File: config.mk
export PLATFORM = sky130hd
export DESIGN_NAME = iq_stream_scheduler
export DESIGN_NICKNAME = d
export VERILOG_FILES = /design/src/rtl/iq_stream_scheduler.sv
export SDC_FILE = /design/constraint.sdc
export NUM_CORES = 1
export LEC_CHECK = 0
export ABC_AREA = 1
export CELL_PAD_IN_SITES_DETAIL_PLACEMENT = 1
export CELL_PAD_IN_SITES_GLOBAL_PLACEMENT = 2
export CORE_MARGIN = 8
export CORE_UTILIZATION = 30
export CTS_CLUSTER_SIZE = 8
export DETAILED_ROUTE_END_ITERATION = 6
export GPL_TIMING_DRIVEN = 0
export PLACE_DENSITY_LB_ADDON = 0.1
export RECOVER_POWER = 50
export SLEW_MARGIN = 20
export SYNTH_ARGS = -nofsm -noshare
export SYNTH_HDL_FRONTEND = slang
export SYNTH_SLANG_ARGS = --single-unit
export TNS_END_PERCENT = 1
File: constraint.sdc
create_clock -name clk_in -period 3.6 [get_ports clk_in]
set_input_delay 0.54 -clock clk_in [delete_from_list [all_inputs] [get_ports clk_in]]
set_output_delay 0.54 -clock clk_in [all_outputs]
set_load 0.01 [all_outputs]
File: src/rtl/iq_stream_scheduler.sv
// Two-FIFO RX IQ scheduler: voice has priority with a burst limit for spectrum fairness,
// one sample is served per read request into held outputs, with a voice IRQ and overflow stats.
module iq_stream_scheduler #(
  parameter int unsigned VOICE_DEPTH = 8,
  parameter int unsigned SPEC_DEPTH  = 16,
  parameter int unsigned VOICE_BURST = 4,
  parameter int unsigned IRQ_LEVEL   = 2
) (
  input  logic                          clk_in,
  input  logic                          reset_n,
  input  logic [15:0]                   SPEC_I,
  input  logic [15:0]                   SPEC_Q,
  input  logic                          spec_valid,
  input  logic [15:0]                   VOICE_I,
  input  logic [15:0]                   VOICE_Q,
  input  logic                          voice_valid,
  input  logic                          rd_req,
  output logic [15:0]                   OUT_I,
  output logic [15:0]                   OUT_Q,
  output logic                          out_type,
  output logic                          out_empty,
  output logic                          out_valid,
  output logic                          irq_out,
  input  logic                          clr_stats,
  output logic [7:0]                    voice_ovf_cnt,
  output logic [7:0]                    spec_ovf_cnt,
  output logic [$clog2(VOICE_DEPTH):0]  voice_level,
  output logic [$clog2(SPEC_DEPTH):0]   spec_level
);

  localparam int unsigned VAW = $clog2(VOICE_DEPTH);
  localparam int unsigned SAW = $clog2(SPEC_DEPTH);
  localparam int unsigned BW  = $clog2(VOICE_BURST + 1);

  localparam logic [VAW:0]  V_FULL    = (VAW+1)'(VOICE_DEPTH);
  localparam logic [SAW:0]  S_FULL    = (SAW+1)'(SPEC_DEPTH);
  localparam logic [VAW:0]  IRQ_LVL   = (VAW+1)'(IRQ_LEVEL);
  localparam logic [BW-1:0] BURST_MAX = BW'(VOICE_BURST);

  logic [31:0]    v_mem_q [VOICE_DEPTH];
  logic [31:0]    s_mem_q [SPEC_DEPTH];
  logic [VAW-1:0] v_wp_q, v_rp_q;
  logic [SAW-1:0] s_wp_q, s_rp_q;
  logic [VAW:0]   v_cnt_q, v_cnt_d;
  logic [SAW:0]   s_cnt_q, s_cnt_d;
  logic [BW-1:0]  burst_q, burst_d;
  logic [7:0]     v_ovf_q, v_ovf_d, s_ovf_q, s_ovf_d;
  logic [15:0]    out_i_q, out_i_d, out_q_q, out_q_d;
  logic           out_type_q, out_type_d, out_empty_q, out_empty_d;
  logic           out_valid_q, irq_q;

  logic        v_empty, s_empty, v_full, s_full;
  logic        grant_v, grant_s, v_push, s_push, v_drop, s_drop;
  logic [31:0] v_head, s_head;

  assign v_empty = (v_cnt_q == '0);
  assign s_empty = (s_cnt_q == '0);
  assign v_full  = (v_cnt_q == V_FULL);
  assign s_full  = (s_cnt_q == S_FULL);
  assign v_head  = v_mem_q[v_rp_q];
  assign s_head  = s_mem_q[s_rp_q];

  // Grants use pre-push occupancy; a same-cycle pop frees a slot for a push into a full FIFO.
  assign grant_v = rd_req && !v_empty && (s_empty || (burst_q < BURST_MAX));
  assign grant_s = rd_req && !grant_v && !s_empty;
  assign v_push  = voice_valid && (!v_full || grant_v);
  assign s_push  = spec_valid  && (!s_full || grant_s);
  assign v_drop  = voice_valid && !v_push;
  assign s_drop  = spec_valid  && !s_push;

  always_comb begin
    v_cnt_d = v_cnt_q;
    if (v_push && !grant_v)      v_cnt_d = v_cnt_q + 1'b1;
    else if (!v_push && grant_v) v_cnt_d = v_cnt_q - 1'b1;

    s_cnt_d = s_cnt_q;
    if (s_push && !grant_s)      s_cnt_d = s_cnt_q + 1'b1;
    else if (!s_push && grant_s) s_cnt_d = s_cnt_q - 1'b1;

    burst_d = burst_q;
    if (grant_v && (burst_q != BURST_MAX)) burst_d = burst_q + 1'b1;
    else if (grant_s)                      burst_d = '0;
  end

  // An overflow in the same cycle as a clear leaves the count at 1.
  always_comb begin
    v_ovf_d = v_ovf_q;
    if (v_drop)         v_ovf_d = clr_stats ? 8'd1 : ((v_ovf_q == '1) ? v_ovf_q : v_ovf_q + 1'b1);
    else if (clr_stats) v_ovf_d = '0;

    s_ovf_d = s_ovf_q;
    if (s_drop)         s_ovf_d = clr_stats ? 8'd1 : ((s_ovf_q == '1) ? s_ovf_q : s_ovf_q + 1'b1);
    else if (clr_stats) s_ovf_d = '0;
  end

  always_comb begin
    out_i_d     = out_i_q;
    out_q_d     = out_q_q;
    out_type_d  = out_type_q;
    out_empty_d = out_empty_q;
    if (grant_v) begin
      {out_i_d, out_q_d} = v_head;
      out_type_d         = 1'b1;
      out_empty_d        = 1'b0;
    end else if (grant_s) begin
      {out_i_d, out_q_d} = s_head;
      out_type_d         = 1'b0;
      out_empty_d        = 1'b0;
    end else if (rd_req) begin
      out_i_d     = '0;
      out_q_d     = '0;
      out_empty_d = 1'b1;
    end
  end

  always_ff @(posedge clk_in) begin
    if (v_push) v_mem_q[v_wp_q] <= {VOICE_I, VOICE_Q};
    if (s_push) s_mem_q[s_wp_q] <= {SPEC_I, SPEC_Q};
  end

  always_ff @(posedge clk_in or negedge reset_n) begin
    if (!reset_n) begin
      v_wp_q      <= '0;
      v_rp_q      <= '0;
      s_wp_q      <= '0;
      s_rp_q      <= '0;
      v_cnt_q     <= '0;
      s_cnt_q     <= '0;
      burst_q     <= '0;
      v_ovf_q     <= '0;
      s_ovf_q     <= '0;
      out_i_q     <= '0;
      out_q_q     <= '0;
      out_type_q  <= 1'b0;
      out_empty_q <= 1'b1;
      out_valid_q <= 1'b0;
      irq_q       <= 1'b0;
    end else begin
      if (v_push)  v_wp_q <= v_wp_q + 1'b1;
      if (grant_v) v_rp_q <= v_rp_q + 1'b1;
      if (s_push)  s_wp_q <= s_wp_q + 1'b1;
      if (grant_s) s_rp_q <= s_rp_q + 1'b1;
      v_cnt_q     <= v_cnt_d;
      s_cnt_q     <= s_cnt_d;
      burst_q     <= burst_d;
      v_ovf_q     <= v_ovf_d;
      s_ovf_q     <= s_ovf_d;
      out_i_q     <= out_i_d;
      out_q_q     <= out_q_d;
      out_type_q  <= out_type_d;
      out_empty_q <= out_empty_d;
      out_valid_q <= rd_req;
      irq_q       <= (v_cnt_q >= IRQ_LVL);
    end
  end

  assign OUT_I         = out_i_q;
  assign OUT_Q         = out_q_q;
  assign out_type      = out_type_q;
  assign out_empty     = out_empty_q;
  assign out_valid     = out_valid_q;
  assign irq_out       = irq_q;
  assign voice_ovf_cnt = v_ovf_q;
  assign spec_ovf_cnt  = s_ovf_q;
  assign voice_level   = v_cnt_q;
  assign spec_level    = s_cnt_q;

endmodule
==> metrics.txt <==
status finished, violations left; failing checks max-capacitance violations, max-slew violations; largest net degree at the start of global routing 53; CTS buffer count 116; Die X 353 µm; vias in the first global route 25100; register area 0.0250 mm²; Most Used Layer, Global Route met2; Synth Register Bits 846; Seq pwr share 0.355; met1 Track Usage GR 0.254; clock power share 0.290; first-pass GRT wire length 178000 µm; fraction of registers with async set/reset 0.0922; routability congestion estimate 0.774; setup TNS 0 ns; switching share of power 0.388; final core occ 0.372; Synth Instances 2787; internal power 21600 µW; Yosys cell types 39; Cells after DPL 4462; nets@finish 3172; most frequent cells in the layout edfxtp_1 (768), nand2_1 (636), nand3_1 (564); switching power 13700 µW; initial antenna violation count 7; Crit Path Category input port to flip-flop; max incr delay on CP 0.59 ns; DP Area 0.0385 mm²; Initial Utilization 0.302; Yosys top cell by area edfxtp_1; Worst Path Required 3.99 ns; routed len/inst 26.5 µm; final wirelength 124000 µm; Synth top area share 0.678; M2 GR Usage 0.321; syn avg cell area 12.2 µm²; Setup Viol. Count Final 0; I/O pin count 131; area delta synth->final 23.0%; share of layout cells above drive strength 1 0.0854; DRT iter0 DRCs 1442; post-layout min period 3.32 ns; Worst EP arrival 3.71 ns; detailed-route via count 23200; Port Buffers 130; Die Area 0.124 mm²; met3 GRT Util 0.0463; TritonCTS Sinks 846; pwr dens 846 mW/mm²; max cap viols 1; hold crit path type flip-flop to flip-flop; CTS tree done; Crit path max-delay family buffers and inverters; relative slew slack -0.197; worst-path cell chain dlygate4sd3_1 -> inv_1 -> a21oi_2 -> nand2_4 -> nand2_8 -> a21oi_4 -> nand2_4 -> nor2_4 -> buf_12 -> buf_16; multi-input logic area 0.00829 mm²; Comb pwr share 0.355; DP HPWL 85200 µm; die span in y 353 µm; Worst Max-Slew Pin Slew 1.80 ns; cell area after layout 0.0418 mm²; Crit-path slowest cell dlygate4sd3_1; GRT Total Usage 0.195; DRC violations left 0; hold slack 0.508 ns; CP startpoint kind input port; clk slew on worst S/H paths 0.05 ns; synthesis warning total 0; Main synth FF type edfxtp_1; f_max 301 MHz; Setup Buffers After CTS 0; std cell rows 123; sequential-to-total area share from yosys stat 0.736; worst-path maximum fanout 14; syn nets 2878; top cells by area, synth edfxtp_1 (68%), nand3_1 (8.3%), nand2_1 (7.0%); Clk Latency, worst-skew pair 0.70 ns; EDFF count, synth 768; Clock Path Buffers 3; final antenna-violating net count 0; Cell Area, Synth 0.0340 mm²; grt total ovfl 0; critical path's most frequent cell nand2_4; fin crit share 0.923; core area 0.112 mm²; CTS Root Buffer Type clkbuf_16; first-pass iteration count of the detailed router 7; Setup Skew 0.0356 ns; RSZ-0062 raised after global routing false; Buffers & Inverters on Critical Path 4; filler cell count 11900; Slew Limit Fails 27; H-tree levels 3; most common library cell in the layout ignoring fill and taps edfxtp_1; CP Capture Type flip-flop; leakage power 0.0146 µW; Finished Layout Cells 4679; final hold vios 0; vias per inst 4.96; Worst VDD drop 0.415 mV
-- path summary, 6_finish.rpt --
kind	slack, ns	end	from	depth (start not counted)
max	0.28	s_mem_q[5][9]$_DFFE_PP_	rd_req	10
min	0.51	OUT_Q[7]$_DFFE_PN0P_	OUT_Q[7]$_DFFE_PN0P_	2
max reg2reg	0.43	s_mem_q[5][9]$_DFFE_PP_	spec_level[2]$_DFFE_PN0P_	10
min reg2reg	0.51	OUT_Q[7]$_DFFE_PN0P_	OUT_Q[7]$_DFFE_PN0P_	2
max in group asynchronous	1.63	s_rp_q[2]$_DFFE_PN0P_	reset_n	3
min in group asynchronous	0.87	spec_level[0]$_DFFE_PN0P_	reset_n	2
-- cell usage after synthesis (2+ instances only) --
library cell	n
edfxtp_1	768
nand2_1	635
nand3_1	563
nor2_1	236
o21ai_0	158
clkbuf_1	78
dfrtp_1	77
o211ai_1	64
buf_2	60
inv_1	35
buf_1	28
ha_1	19
xor2_1	17
nand4_1	6
inv_2	5
nand2_4	5
xnor2_1	5
a21oi_1	4
fa_1	2
nand3b_1	2
nor2_2	2
-- stage by stage --
stage | total power, µW | setup slack, ns
detailed placement | 25600 | -0.342
global route | 37300 | 0.190
finish | 35400 | 0.279
floorplan | 19100 | 0.424
global placement | 24900 | -3.24
CTS | 36000 | 0.410
-- kinds of logic after synthesis --
logic type | after synthesis | share of synthesized area
adder cells (fa/ha/maj) | 21 | 0.00817
XOR/XNOR | 22 | 0.00567
AO/OA/AOI/OAI | 232 | 0.0395
buffers and inverters | 208 | 0.0253
AND/OR/NAND/NOR | 1458 | 0.186
flip-flops | 846 | 0.736
-- registers in the layout (all words and copies together), names as in the netlist --
signal and cells:
voice_level 4, irq_out 1, v_mem_q 256, s_wp_q 4
burst_q 3, out_empty 1, out_valid 1, spec_level 5
s_mem_q 512, s_rp_q 4, out_type 1, spec_ovf_cnt 8
v_rp_q 3, v_wp_q 3, OUT_I 16, OUT_Q 16
voice_ovf_cnt 8
-- final cells by class --
type,instances,share of cell area
repair buffers,176,0.0578
clock buffers,206,0.0785
diodes,4,0.000239
plain buffers,167,0.0169
well taps,1500,0.0449
multi-input cells,1733,0.198
inverters,41,0.00368
clock inverters,6,0.00144
flip-flops and latches,846,0.598
-- power by group through the flow --
stage / Sequential [µW] / Clock (µW) / Combinational (µW)
finish: 12600 / 10300 / 12600
global route: 12700 / 10900 / 13800
CTS: 12600 / 10500 / 12900
detailed placement: 12800 / 0 / 12800
global placement: 12900 / 0 / 12000
floorplan: 12800 / 0 / 6350
-- tightest hold or removal path: stages, from the launching register on --
cell and delay [ns]:
dfrtp_1 0.34, nand2_1 0.06, nand3_1 0.07
-- what timing repair did --
action / CTS / global route
endpoints found under the hold margin: 26 / 0
hold buffers: 1 / 0
gates resized for setup: 0 / 0
-- metal layers --
metal,wire length (µm),vias up,share of wire
met1,55400,12000,0.45
met5,41,-,0.00033
met3,7010,180,0.056
met2,57900,488,0.47
met4,3760,8,0.030
li1,-,10600,-
Power figures use the tool's default switching activity.
